<file path="config.mk">
export PLATFORM = sky130hd
export DESIGN_NAME = load_store_unit
export DESIGN_NICKNAME = d
export VERILOG_FILES = /design/src/rtl/load_store_unit.sv
export SDC_FILE = /design/constraint.sdc
export NUM_CORES = 1
export LEC_CHECK = 0
export ABC_AREA = 1
export BUFFER_PORTS_ARGS = -buffer_cell sky130_fd_sc_hd__buf_4
export CAP_MARGIN = 5
export CORE_MARGIN = 4
export CORE_UTILIZATION = 45
export CTS_CLUSTER_SIZE = 30
export DETAILED_ROUTE_END_ITERATION = 7
export PLACE_DENSITY = 0.82
export RECOVER_POWER = 25
export SYNTH_ARGS = -nofsm -noshare
export SYNTH_HDL_FRONTEND = slang
export SYNTH_SLANG_ARGS = --single-unit
</file>
<file path="constraint.sdc">
create_clock -name clk -period 3.1 [get_ports clk]
set_input_delay 0.465 -clock clk [delete_from_list [all_inputs] [get_ports clk]]
set_output_delay 0.465 -clock clk [all_outputs]
set_load 0.1 [all_outputs]
</file>
<file path="src/rtl/load_store_unit.sv">
// load_store_unit
//   RV32I data-memory access stage, directly downstream of the ALU. It turns
//   the effective address and rs2 store data into a single word-aligned
//   req/ready transaction with byte enables. It extracts and extends load
//   data for writeback, flags illegal or misaligned accesses, and stalls the
//   core while an access is in flight.
//
//   Optional feature: define LSU_TIMEOUT_EN to add a watchdog. The watchdog
//   aborts a request after TIMEOUT cycles without dmem_ready. An aborted
//   access reports fault for one cycle and returns load_data = 0.
//
// Parameters
//   TIMEOUT_W   width of the watchdog counter (LSU_TIMEOUT_EN only)
//   TIMEOUT     REQ cycles without ready before abort (LSU_TIMEOUT_EN only)
//
// Ports
//   clk, rst        core clock (rising edge), asynchronous active-high reset
//   mem_read        current instruction is a load
//   mem_write       current instruction is a store
//   funct3          width/sign code: 000 B, 001 H, 010 W, 100 BU, 101 HU
//   alu_out         effective address
//   rs2_data        store data
//   stall           hold PC/regfile this cycle
//   load_data       extended load result, held until the next load
//   fault           access rejected (or aborted by the watchdog)
//   dmem_req        memory request
//   dmem_we         1 = write
//   dmem_addr       word address, bits [1:0] = 00
//   dmem_wdata      lane-replicated store data
//   dmem_be         byte enables
//   dmem_ready      memory accepts/completes the request
//   dmem_rdata      read word, valid with dmem_ready
module load_store_unit #(
  parameter int TIMEOUT_W = 8,
  parameter int TIMEOUT   = 255
) (
  input  logic        clk,
  input  logic        rst,
  input  logic        mem_read,
  input  logic        mem_write,
  input  logic [2:0]  funct3,
  input  logic [31:0] alu_out,
  input  logic [31:0] rs2_data,
  output logic        stall,
  output logic [31:0] load_data,
  output logic        fault,
  output logic        dmem_req,
  output logic        dmem_we,
  output logic [31:0] dmem_addr,
  output logic [31:0] dmem_wdata,
  output logic [3:0]  dmem_be,
  input  logic        dmem_ready,
  input  logic [31:0] dmem_rdata
);

  // The watchdog compares against TIMEOUT, so TIMEOUT must be representable
  // in the counter.
  if (TIMEOUT < 1 || TIMEOUT > (2 ** TIMEOUT_W) - 1) begin : g_timeout_range
    $error("load_store_unit: TIMEOUT does not fit in TIMEOUT_W bits");
  end

  typedef enum logic [1:0] {
    IDLE = 2'd0,
    REQ  = 2'd1,
    DONE = 2'd2
  } state_t;

  state_t      state_q, state_d;
  logic        req_q, req_d;
  logic        we_q, we_d;
  logic [31:0] addr_q, addr_d;
  logic [31:0] wdata_q, wdata_d;
  logic [3:0]  be_q, be_d;
  logic [31:0] load_data_q, load_data_d;
  logic [2:0]  f3_q, f3_d;
  logic [1:0]  off_q, off_d;

`ifdef LSU_TIMEOUT_EN
  localparam logic [TIMEOUT_W-1:0] CNT_ONE  = TIMEOUT_W'(1);
  localparam logic [TIMEOUT_W-1:0] CNT_LAST = TIMEOUT_W'(TIMEOUT - 1);

  logic [TIMEOUT_W-1:0] cnt_q, cnt_d;
  logic                 fault_q, fault_d;
`endif

  logic acc;
  logic req_valid;
  logic fault_idle;

  // Width/alignment legality for one access. Stores only allow B/H/W.
  function automatic logic access_ok(input logic       wr,
                                     input logic [2:0] f3,
                                     input logic [1:0] off);
    logic ok;
    case (f3)
      3'b000:  ok = 1'b1;
      3'b001:  ok = ~off[0];
      3'b010:  ok = (off == 2'b00);
      3'b100:  ok = ~wr;
      3'b101:  ok = ~wr & ~off[0];
      default: ok = 1'b0;
    endcase
    return ok;
  endfunction

  function automatic logic [3:0] byte_en(input logic [2:0] f3,
                                         input logic [1:0] off);
    logic [3:0] be;
    case (f3[1:0])
      2'b00:   be = 4'b0001 << off;
      2'b01:   be = off[1] ? 4'b1100 : 4'b0011;
      default: be = 4'b1111;
    endcase
    return be;
  endfunction

  // Replicate the store lane across the word so the memory only has to
  // honour the byte enables.
  function automatic logic [31:0] store_lanes(input logic [2:0]  f3,
                                              input logic [31:0] d);
    logic [31:0] w;
    case (f3[1:0])
      2'b00:   w = {4{d[7:0]}};
      2'b01:   w = {2{d[15:0]}};
      default: w = d;
    endcase
    return w;
  endfunction

  // Pick the addressed lane out of the read word, then sign- or zero-extend.
  function automatic logic [31:0] extend_load(input logic [31:0] word,
                                              input logic [1:0]  off,
                                              input logic [2:0]  f3);
    logic signed [7:0]  lane_b;
    logic signed [15:0] lane_h;
    logic [31:0]        res;
    lane_b = word[{off, 3'b000} +: 8];
    lane_h = off[1] ? word[31:16] : word[15:0];
    case (f3)
      3'b000:  res = 32'(lane_b);
      3'b001:  res = 32'(lane_h);
      3'b100:  res = {24'd0, lane_b};
      3'b101:  res = {16'd0, lane_h};
      default: res = word;
    endcase
    return res;
  endfunction

  assign acc       = mem_read ^ mem_write;
  assign req_valid = acc & access_ok(mem_write, funct3, alu_out[1:0]);

  always_comb begin
    state_d     = state_q;
    req_d       = req_q;
    we_d        = we_q;
    addr_d      = addr_q;
    wdata_d     = wdata_q;
    be_d        = be_q;
    load_data_d = load_data_q;
    f3_d        = f3_q;
    off_d       = off_q;
    stall       = 1'b0;
    fault_idle  = 1'b0;
`ifdef LSU_TIMEOUT_EN
    cnt_d       = cnt_q;
    fault_d     = 1'b0;
`endif

    case (state_q)
      IDLE: begin
        if (req_valid) begin
          stall   = 1'b1;
          req_d   = 1'b1;
          we_d    = mem_write;
          addr_d  = {alu_out[31:2], 2'b00};
          be_d    = byte_en(funct3, alu_out[1:0]);
          wdata_d = mem_write ? store_lanes(funct3, rs2_data) : 32'd0;
          f3_d    = funct3;
          off_d   = alu_out[1:0];
          state_d = REQ;
`ifdef LSU_TIMEOUT_EN
          cnt_d   = '0;
`endif
        end else begin
          // Both-high, illegal width or misalignment; no access is started.
          fault_idle = mem_read | mem_write;
        end
      end

      REQ: begin
        stall = 1'b1;
        if (dmem_ready) begin
          req_d   = 1'b0;
          we_d    = 1'b0;
          state_d = DONE;
          if (!we_q) begin
            load_data_d = extend_load(dmem_rdata, off_q, f3_q);
          end
`ifdef LSU_TIMEOUT_EN
        end else if (cnt_q == CNT_LAST) begin
          // The count reaches TIMEOUT this cycle. A ready in the same cycle
          // takes the branch above instead.
          req_d       = 1'b0;
          we_d        = 1'b0;
          state_d     = DONE;
          fault_d     = 1'b1;
          load_data_d = 32'd0;
        end else begin
          cnt_d = cnt_q + CNT_ONE;
`endif
        end
      end

      // The retiring instruction is still on the inputs here. They are
      // deliberately not sampled, so the access is not issued a second time.
      DONE: begin
        state_d = IDLE;
      end

      default: begin
        state_d = IDLE;
      end
    endcase
  end

  always_ff @(posedge clk or posedge rst) begin
    if (rst) begin
      state_q     <= IDLE;
      req_q       <= 1'b0;
      we_q        <= 1'b0;
      addr_q      <= 32'd0;
      wdata_q     <= 32'd0;
      be_q        <= 4'd0;
      load_data_q <= 32'd0;
      f3_q        <= 3'd0;
      off_q       <= 2'd0;
    end else begin
      state_q     <= state_d;
      req_q       <= req_d;
      we_q        <= we_d;
      addr_q      <= addr_d;
      wdata_q     <= wdata_d;
      be_q        <= be_d;
      load_data_q <= load_data_d;
      f3_q        <= f3_d;
      off_q       <= off_d;
    end
  end

`ifdef LSU_TIMEOUT_EN
  always_ff @(posedge clk or posedge rst) begin
    if (rst) begin
      cnt_q   <= '0;
      fault_q <= 1'b0;
    end else begin
      cnt_q   <= cnt_d;
      fault_q <= fault_d;
    end
  end

  assign fault = fault_idle | fault_q;
`else
  assign fault = fault_idle;
`endif

  assign dmem_req   = req_q;
  assign dmem_we    = we_q;
  assign dmem_addr  = addr_q;
  assign dmem_wdata = wdata_q;
  assign dmem_be    = be_q;
  assign load_data  = load_data_q;

endmodule

</file>
After elaboration in Yosys (flattened, before gate mapping)

Cells that the tools add are included.

Shift-type cells: 2
Bitwise operators: 7
Equal/unequal tests: 11
Reduce and logical (&&, ||, !) cells: 10
Multiplexer cells: 19

Operators by type and width:

| cell                | number |
|---|---|
| $pmux 32 s4         | 1 |
| $pmux 32 s2         | 1 |
| $mux 32             | 1 |
| $shiftx 32x6->8     | 1 |
| $mux 16             | 1 |
| $eq 3x3->1 const B  | 4 |
| $pmux 4 s2          | 1 |
| $eq 3x1->1 const B  | 2 |
| $logic_not 2->1     | 3 |
| $logic_not 3->1     | 2 |
| $mux 1              | 6 |
| $pmux 1 s2          | 3 |
| $reduce_and 3->1    | 2 |
| $pmux 1 s5          | 1 |
| $eq 2x1->1 const B  | 2 |
| $mux 2              | 2 |
| $mux 4              | 1 |
| $ne 2x2->1 const B  | 2 |
| $pmux 2 s2          | 1 |
| $reduce_and 2->1    | 2 |
| $shl 1x2->4 const A | 1 |
| $eq 3x2->1 const B  | 1 |
| $not 1->1           | 3 |
| $and 1x1->1         | 2 |
| 3 further kinds     | 3 |

Output and inout bits: 104
Bits of input ports: 104
Register bits after elaboration: 107

Depth between registers and ports, before layout

Gate-level depths: netlist (run 1).

Depth after elaboration: 6
Gate-level depth with buffers: 10

Least setup slack after synthesis (run 1)

Ideal clock, no wire load.

Path kind: input to output
Start point: input mem_write
End point: output fault
Buffers on the path: 2
Arrival time: 2.697 ns
Data required time: 2.635 ns
Setup slack: -0.062 ns
Stages on the path: 8
Cells stage by stage: buf_2 -> clkbuf_1 -> inv_1 -> ha_1 -> o21a_4 -> nand2_1 -> nand2_1 -> nor2_1

Cells in the longest elaborated chain, start to end: 6

Ends and longest elaborated chain:

| element     | RTL line | RTL |
|---|---|---|
| from (decl) | 40       | `input logic mem_write,` |
| $not 1->1   | 99, 100  |  |
| $and 1x1->1 | 100      | `3'b101: ok = ~wr & ~off[0];` |
| $pmux 1 s5  | 95       | `case (f3)` |
| $and 1x1->1 | 150      | `assign req_valid = acc & access_ok(mem_write, funct3, alu_out[1:0]);` |
| $mux 1 (*)  | 171      | `if (req_valid) begin` |
| $mux 1 (*)  | 169      | `case (state_q)` |
| to (decl)   | 46       | `output logic fault,` |

Every way passes the cells marked *; elsewhere a longest branch is shown, timed or not.

Worst setup path in the final report (run 1)

Same ends and word-level chain as after synthesis.

==> reports/metrics.cfg, run 1 <==
[route]
first_iter_violations=556
ant_nets=0
drcViolationCount=0
routed_wl_um=16000
vias_per_cell=4.90
drtPass1Iterations=5
vias=5486
post_drt_wl_per_cell_um=14.3

[layout]
fillers=1096
post-route-util_pct=62.1
antenna_cells=0
layout.nets=1051
drive_above_1_share_pct=28.5
area_growth_syn_to_layout_pct=34.1
design_area_sq_um=7490

[global_route]
grt_max_degree=117
grt_pass1_vias=5375
grt_pass1_wl_um=26100
grt_overflow=0
antenna_found_initial=0
track_usage_pct=22.4

[cts]
clk_pin_slew_ps=80
cts_tree=built
cts.sinks=107
h-tree-depth=3
clockBufferDepth=2
cts_resized=0
cts_made_buffers=9
clk_latency_ps=340
root_buffer=clkbuf_16
post_cts_buffers=0
ctsHoldBuffers=0

[placement]
numPortBuffers=205
place_area_sq_um=7200
gp_congestion=0.897
hpwl_um=11800
pre_cts_ws_ps=776

[timing]
rsz0062_at_grt=false
tightest_slew_ps=1640
slew_violations=38
fmax_mhz=418
finalHoldViolCount=0
fin_crit_sh_pct=77.2
setup_ws_ps=706
final.setup.tns_ps=0
min_period_ps=2390
relSlewSlack_pct=-10.2
setup_viol=0
skew_ps=6.87

[worst_setup_path]
slowest_stage=buf_4
crit_chain=buf_4, inv_1, ha_1, o21a_4, nand2_1, nand2_1, nor2_2, buf_4
critPathLaunchType=input pin
cp_max_fo=35
crit_path_end_kind=output pin
required_ps=2630
critPathKind=in2out
cp_data_arrival_time_ps=1930
slowest_delay_ps=320

[yosys]
synth_edf_count=0
syn_inst=763
synth_largest_area_cell=dfrtp_1
postSynthAreaPerCell_sq_um=7.32
yosysMostFrequentCell=nand2_1
ys_warn_count=0
synth_top_cells_by_area=dfrtp_1 (48%), nand2_1 (22%), inv_1 (5.1%), nand3_1 (3.8%), o21ai_0 (3.5%)
ys_seq_area_share_pct=47.9
async_flop_share_pct=100
synth_seq_cells=107
synth_ff_type=dfrtp_1
synth_top_area_share_pct=47.9
yosysUniqueCellTypes=29
synthTopCellsByCount=nand2_1 (331), dfrtp_1 (107), inv_1 (76)
netlist_area_sq_um=5580

[die]
rows=40
start_util_pct=46.3
dieWidth_um=119
pin_count=208
fp.dieH_um=119
coreArea_sq_um=12100
die_area_sq_um=14300

[status]
violations=capacitance limit, slew limit
status=finished, violations left

[worst_hold_path]
hp-class=in2reg

[flow_run]
max_cap_viol_count=1

==> layout make-up <==
type	count	area, sq um	share of cell area [%]
timing repair buffer	214	1610	21.6
multi-input combinational	533	2370	31.6
inverter	81	305	4.08
sequential	107	2680	35.8
clock inverter	7	86.3	1.15
clock buffer	9	225	3.01
tap	168	210	2.81
==> cells in the final DEF (no fill, tap or decap), drive strengths merged <==
cell type and count:
o21bai 1, nand3 44, o21ai 45, o21a 1, nor2 41, nand2 332, conb 2, buf 211
o211ai 17, clkbuf 12, a21oi 17, clkinv 2, inv 82, or2 24, dfrtp 107, bufinv 1
ha 1, nand4 8, clkinvlp 3
==> layer usage <==
metal  up-vias  global-route usage [%]  part of all wire, %
met5         -                       0                    0
met4         0                    5.65                  1.2
met3        16                    7.74                   11
met2       219                    37.2                   48
met1      2541                    28.0                   41
li1       2710                       -                    -
==> state kept, by name (all words and copies together) (netlist names) <==
signal / cells
f3_q: 3
dmem_req: 1
load_data: 32
dmem_be: 4
off_q: 2
dmem_wdata: 32
dmem_addr: 30
dmem_we: 1
state_q: 2
==> path summary, 6_finish.rpt <==
kind	from	end	slack [ps]	cells after the start
setup reg to reg	off_q[1]	load_data[26]	1150	8
setup / recovery	mem_write	fault	710	8
hold reg to reg	load_data[2]	load_data[2]	480	2
hold / removal	alu_out[11]	dmem_addr[11]	310	3
min in group asynchronous	rst	dmem_addr[10]	520	2
max in group asynchronous	rst	dmem_addr[22]	920	3
==> worst max-delay path: cells and delay by family <==
kind	cells	cell delay [ps]
compound gates	1	130
simple gates	3	300
fa+ha+maj	1	300
buf+inv	3	710
==> cells by family (layout without fill, tap and decap cells) <==
kind of cell | count (synthesis) | in the layout | share of synthesized area [%]
buffers and inverters | 124 | 311 | 9.72
flip-flops | 107 | 107 | 47.9
adder cells (fa/ha/maj) | 1 | 1 | 0.224
AO/OA/AOI/OAI | 81 | 81 | 8.74
AND/OR/NAND/NOR | 449 | 449 | 33.3
other | 1 | 2 | 0.0672
==> through the flow <==
step	instances	hold slack (ps)
5_1_grt	1119	304
3_3_place_gp	1103	463
4_1_cts	1119	285
3_5_place_dp	1103	467
6_report	1119	310
2_1_floorplan	764	476
Power of run 1 is not shown: default switching activity piles up to over one toggle a cycle in this logic, so the estimate is an artifact.
==> inputs of run 2 (changes only) <==
- ABC_AREA: 1 -> 0
- CORE_UTILIZATION: 45 -> 44
- clock period: 3.1 -> 2.1 ns (I/O delays scaled with it)
==> run 2 against run 1 <==
The flow now finishes without violations. Clock skew is 1.4 ps lower. Cell count is 26% lower. Hold slack worse by 100 ps. Sequential cell count stayed put. Critical path type unchanged. Die area is 4.7% lower. Global-route usage is 0.22 points lower. Core utilization is 0.78 points higher. Sequential share of layout area is 1.4 points higher. Wire length is 6.1% lower. Via count is 18% lower. Clock-buffer cell count is 3 higher. Cell area is 3.7% lower.
==> reports/metrics.cfg, run 2 <==
[status]
status=finished, final reports clean

[yosys]
synth_seq_cells=107
synth_ff_type=dfrtp_1
ys_seq_area_share_pct=51.6
synth_edf_count=0
netlist_area_sq_um=5190
synthTopCellsByCount=dfrtp_1 (107), nand2_1 (85), mux2i_1 (33)
postSynthAreaPerCell_sq_um=10.7
ys_warn_count=0
yosysMostFrequentCell=dfrtp_1
syn_inst=486
async_flop_share_pct=100
synth_top_area_share_pct=51.6
synth_largest_area_cell=dfrtp_1
synth_top_cells_by_area=dfrtp_1 (52%), mux2_4 (7.2%), mux2i_1 (6.4%), nand2_1 (6.2%), o31ai_1 (4.5%)
yosysUniqueCellTypes=38

[cts]
cts_tree=built
root_buffer=clkbuf_16
post_cts_buffers=0
cts.sinks=107
ctsHoldBuffers=0
clk_latency_ps=330
clk_pin_slew_ps=70
cts_resized=0
cts_made_buffers=9
clockBufferDepth=2
h-tree-depth=3

[route]
first_iter_violations=557
drtPass1Iterations=7
vias=4518
routed_wl_um=15100
post_drt_wl_per_cell_um=18.3
drcViolationCount=0
vias_per_cell=5.48
ant_nets=0

[global_route]
grt_pass1_wl_um=23500
antenna_found_initial=0
grt_overflow=0
grt_max_degree=72
track_usage_pct=22.1
grt_pass1_vias=4575

[worst_setup_path]
required_ps=1780
r2r-start=dmem_we
r2r_setup_slack_ps=430
rr_worst_depth=4
cp_data_arrival_time_ps=1530
critPathLaunchType=input pin
cp_max_fo=3
crit_path_end_kind=output pin
rr_endpoint=load_data[31]
critPathKind=in2out

[placement]
gp_congestion=0.927
numPortBuffers=205
pre_cts_ws_ps=163
hpwl_um=11400

[timing]
setup_ws_ps=251
fmax_mhz=541
final.setup.tns_ps=0
slew_violations=0
tightest_slew_ps=1210
finalHoldViolCount=0
relSlewSlack_pct=18.7
fin_crit_sh_pct=88.0
min_period_ps=1850
rsz0062_at_grt=false
setup_viol=0
hold-worst-slack_ps=209
skew_ps=5.51

[worst_hold_path]
min-delay-start=alu_out[7]
hold_end=dmem_addr[7]
hold_depth=2
hp-class=in2reg

[die]
start_util_pct=45.2
die_area_sq_um=13600
pin_count=208
coreArea_sq_um=11500
rows=39
dieWidth_um=117
fp.dieH_um=117

[layout]
layout_common_cells=buf_4 (214), dfrtp_1 (107), nand2_1 (85)
final_common_cell=buf_4
post-route-util_pct=62.9
layout.nets=781
area_growth_syn_to_layout_pct=39.0
antenna_cells=0
drive_above_1_share_pct=42.3

[flow_run]
max_cap_viol_count=0

run 2: worst max path at each step:
stage,startpoint,to,slack (ps)
2_1_floorplan,mem_write,stall,-450
3_3_place_gp,mem_write,dmem_addr[5],220
3_5_place_dp,mem_write,dmem_addr[4],160
4_1_cts,mem_write,stall,240
5_1_grt,mem_write,stall,120
6_report,mem_write,stall,250
run 2: worst max-delay path, stage by stage:
cell	delay (ps)
buf_4	100
clkinv_2	50
ha_1	260
a21boi_1	190
nand3_1	160
a21oi_2	160
buf_4	290
run 2: logic make-up (layout without fill, tap and decap cells):
kind of cell / count (synthesis) / count (layout) / synth area share [%]
buffers and inverters: 48 / 242 / 4.63
other: 1 / 2 / 0.0723
AOI/OAI and AO/OA: 95 / 95 / 12.0
adders and majority gates: 1 / 1 / 0.241
DFF: 107 / 107 / 51.6
and+or+nand+nor: 164 / 164 / 15.3
muxes: 70 / 70 / 16.2
run 2: layout make-up:
| class | count | area [sq um] |
|---|---|---|
| Inverter | 7 | 28.8 |
| Tap cell | 143 | 179 |
| Timing Repair Buffer | 219 | 1670 |
| Clock inverter | 4 | 120 |
| Clock buffer | 12 | 256 |
| Multi-Input combinational cell | 332 | 2280 |
| Sequential cell | 107 | 2680 |
| Fill cell | 929 | 4260 |
run 2: layer usage:
metal / vias up / global-route usage (%) / routed length (um)
met4: 0 / 6.57 / 265
met3: 21 / 5.65 / 1530
met5: - / 0 / 0
li1: 2074 / - / -
met2: 239 / 37.1 / 7390
met1: 2184 / 28.4 / 5880
run 2: metrics by stage:
| step | cells | area, sq um |
|---|---|---|
| after floorplan | 487 | 5210 |
| after global placement | 808 | 6860 |
| after detailed placement | 808 | 6860 |
| after CTS | 824 | 7240 |
| after global routing | 824 | 7210 |
| final | 824 | 7210 |
Power of run 2 is left out for the same reason.
==> inputs of run 3 (changes only) <==
- CORE_UTILIZATION: 44 -> 49
- PLACE_DENSITY: 0.82 -> 0.86
- clock period: 2.1 -> 1.8 ns (I/O delays scaled with it)
==> run 3 against run 2 <==
Wire length down 1.2%. Sequential cell count stayed put. Global-route usage is 2.3 points higher. Cell count is 0.97% higher. Critical path depth did not move. Clock skew grew 4.0 ps. Core utilization is 7.1 points higher. Critical path type unchanged. Non-clock buffer count up 15. Via count up 1.1%. Hold slack worse by 90 ps. Register-to-register slack worse by 280 ps.
==> reports/metrics.cfg, run 3 (synthesis gave the netlist of run 2 again) <==
[layout]
layout_common_cells=buf_4 (225), dfrtp_1 (106), nand2_1 (85)
stdcell_count=832
antenna_cells=0
final-seq-area_sq_um=2680
design_area_sq_um=7220
multi_input_area_sq_um=2320
drive_above_1_share_pct=44.1
layout.nets=796
area_growth_syn_to_layout_pct=39.2
post-route-util_pct=69.9
fillers=764
final_common_cell=buf_4

[timing]
final.setup.tns_ps=0
min_period_ps=1720
skew_ps=9.54
tightest_slew_ps=689
rsz0062_at_grt=false
relSlewSlack_pct=54.1
slew_violations=0
finalHoldViolCount=0
setup_viol=0
fmax_mhz=581
fin_crit_sh_pct=95.6

[die]
rows=37
pin_count=208
die_area_sq_um=12300
coreArea_sq_um=10300
fp.dieH_um=111
start_util_pct=50.2
dieWidth_um=111

[route]
wl_met3_um=1360
met1_length_um=5700
routed.top_layer=met4
vias_per_cell=5.49
first_iter_violations=318
dr_wl_met2_um=7440
drtPass1Iterations=5
post_drt_wl_per_cell_um=17.9
routed_wl_um=14900
vias=4566
ant_nets=0
drcViolationCount=0

[global_route]
grt_overflow=0
track_usage_pct=24.5
grt_max_degree=73
grt_pass1_wl_um=24200
antenna_found_initial=0
grt_pass1_vias=4680

[status]
status=finished, final reports clean

[worst_setup_path]
critPathLaunchType=input pin
cp_data_arrival_time_ps=1450
rr_worst_depth=5
crit_path_end_kind=output pin
cp_max_fo=3
rr_endpoint=dmem_addr[18]
r2r-start=state_q[0]
required_ps=1530
critPathKind=in2out
r2r_setup_slack_ps=150

[worst_hold_path]
min-delay-start=alu_out[21]
hp-class=in2reg
hold_end=dmem_addr[21]
hold_depth=2

[cts]
clk_pin_slew_ps=100
clockBufferDepth=2
cts_tree=built
cts.sinks=107
root_buffer=clkbuf_8
clk_latency_ps=370
h-tree-depth=3
cts_made_buffers=9

[placement]
place_area_sq_um=6990
numPortBuffers=205
post-place-cells=812
hpwl_um=11500
gp_congestion=0.873

[flow_run]
max_cap_viol_count=0

[run 3: cell types whose count changed in the layout (fill, tap and decap cells not counted), moves of 2 or more]
cell and delta:
buf_6 +2, buf_12 +2, inv_6 +2, buf_4 +11, bufinv_16 -3, clkbuf_16 -9
clkbuf_8 +8
[run 3: routing by layer]
layer	vias up	GRT usage [%]
met5	-	0
met4	0	9.20
met3	27	7.10
met2	226	40.9
met1	2196	30.2
li1	2117	-
[run 3: timing repair]
action	in CTS	in global routing
gates resized for setup	0	2
buffers inserted	0	3
hold buffers	1	0
setup endpoints to repair	0	23
hold endpoints to repair	8	0
[run 3: worst max-delay path, stage by stage]
cell	delay [ps]
buf_4	120
clkinv_8	50
ha_4	240
a21boi_2	160
nand3_1	140
a21oi_2	170
buf_4	300
[run 3: per-stage QoR]
step,hold slack (ps),setup WS (ps)
final,119,78.3
after global routing,95.1,2.66
after CTS,99.7,25.5
after detailed placement,224,-74.4
after global placement,226,1.18
after floorplan,413,-442
[run 3: cell type report]
cell class	instances	area share (%)
repair buffers	234	25.1
clock inverters	5	0.832
clock buffers	11	1.96
well taps	136	2.36
flip-flops and latches	107	37.1
inverters	7	0.554
multi-input cells	332	32.1
[run 3: how the worst max path moves through the flow]
stage / end / cells after the start / slack (ps) / start
global placement: dmem_addr[3] / 8 / 1 / mem_write
finish: stall / 7 / 80 / mem_write
floorplan: stall / 7 / -440 / mem_write
detailed placement: dmem_wdata[21] / 8 / -70 / mem_write
CTS: fault / 3 / 30 / state_q[0]
global route: dmem_wdata[21] / 5 / 3 / state_q[0]
Power of run 3 is left out for the same reason.
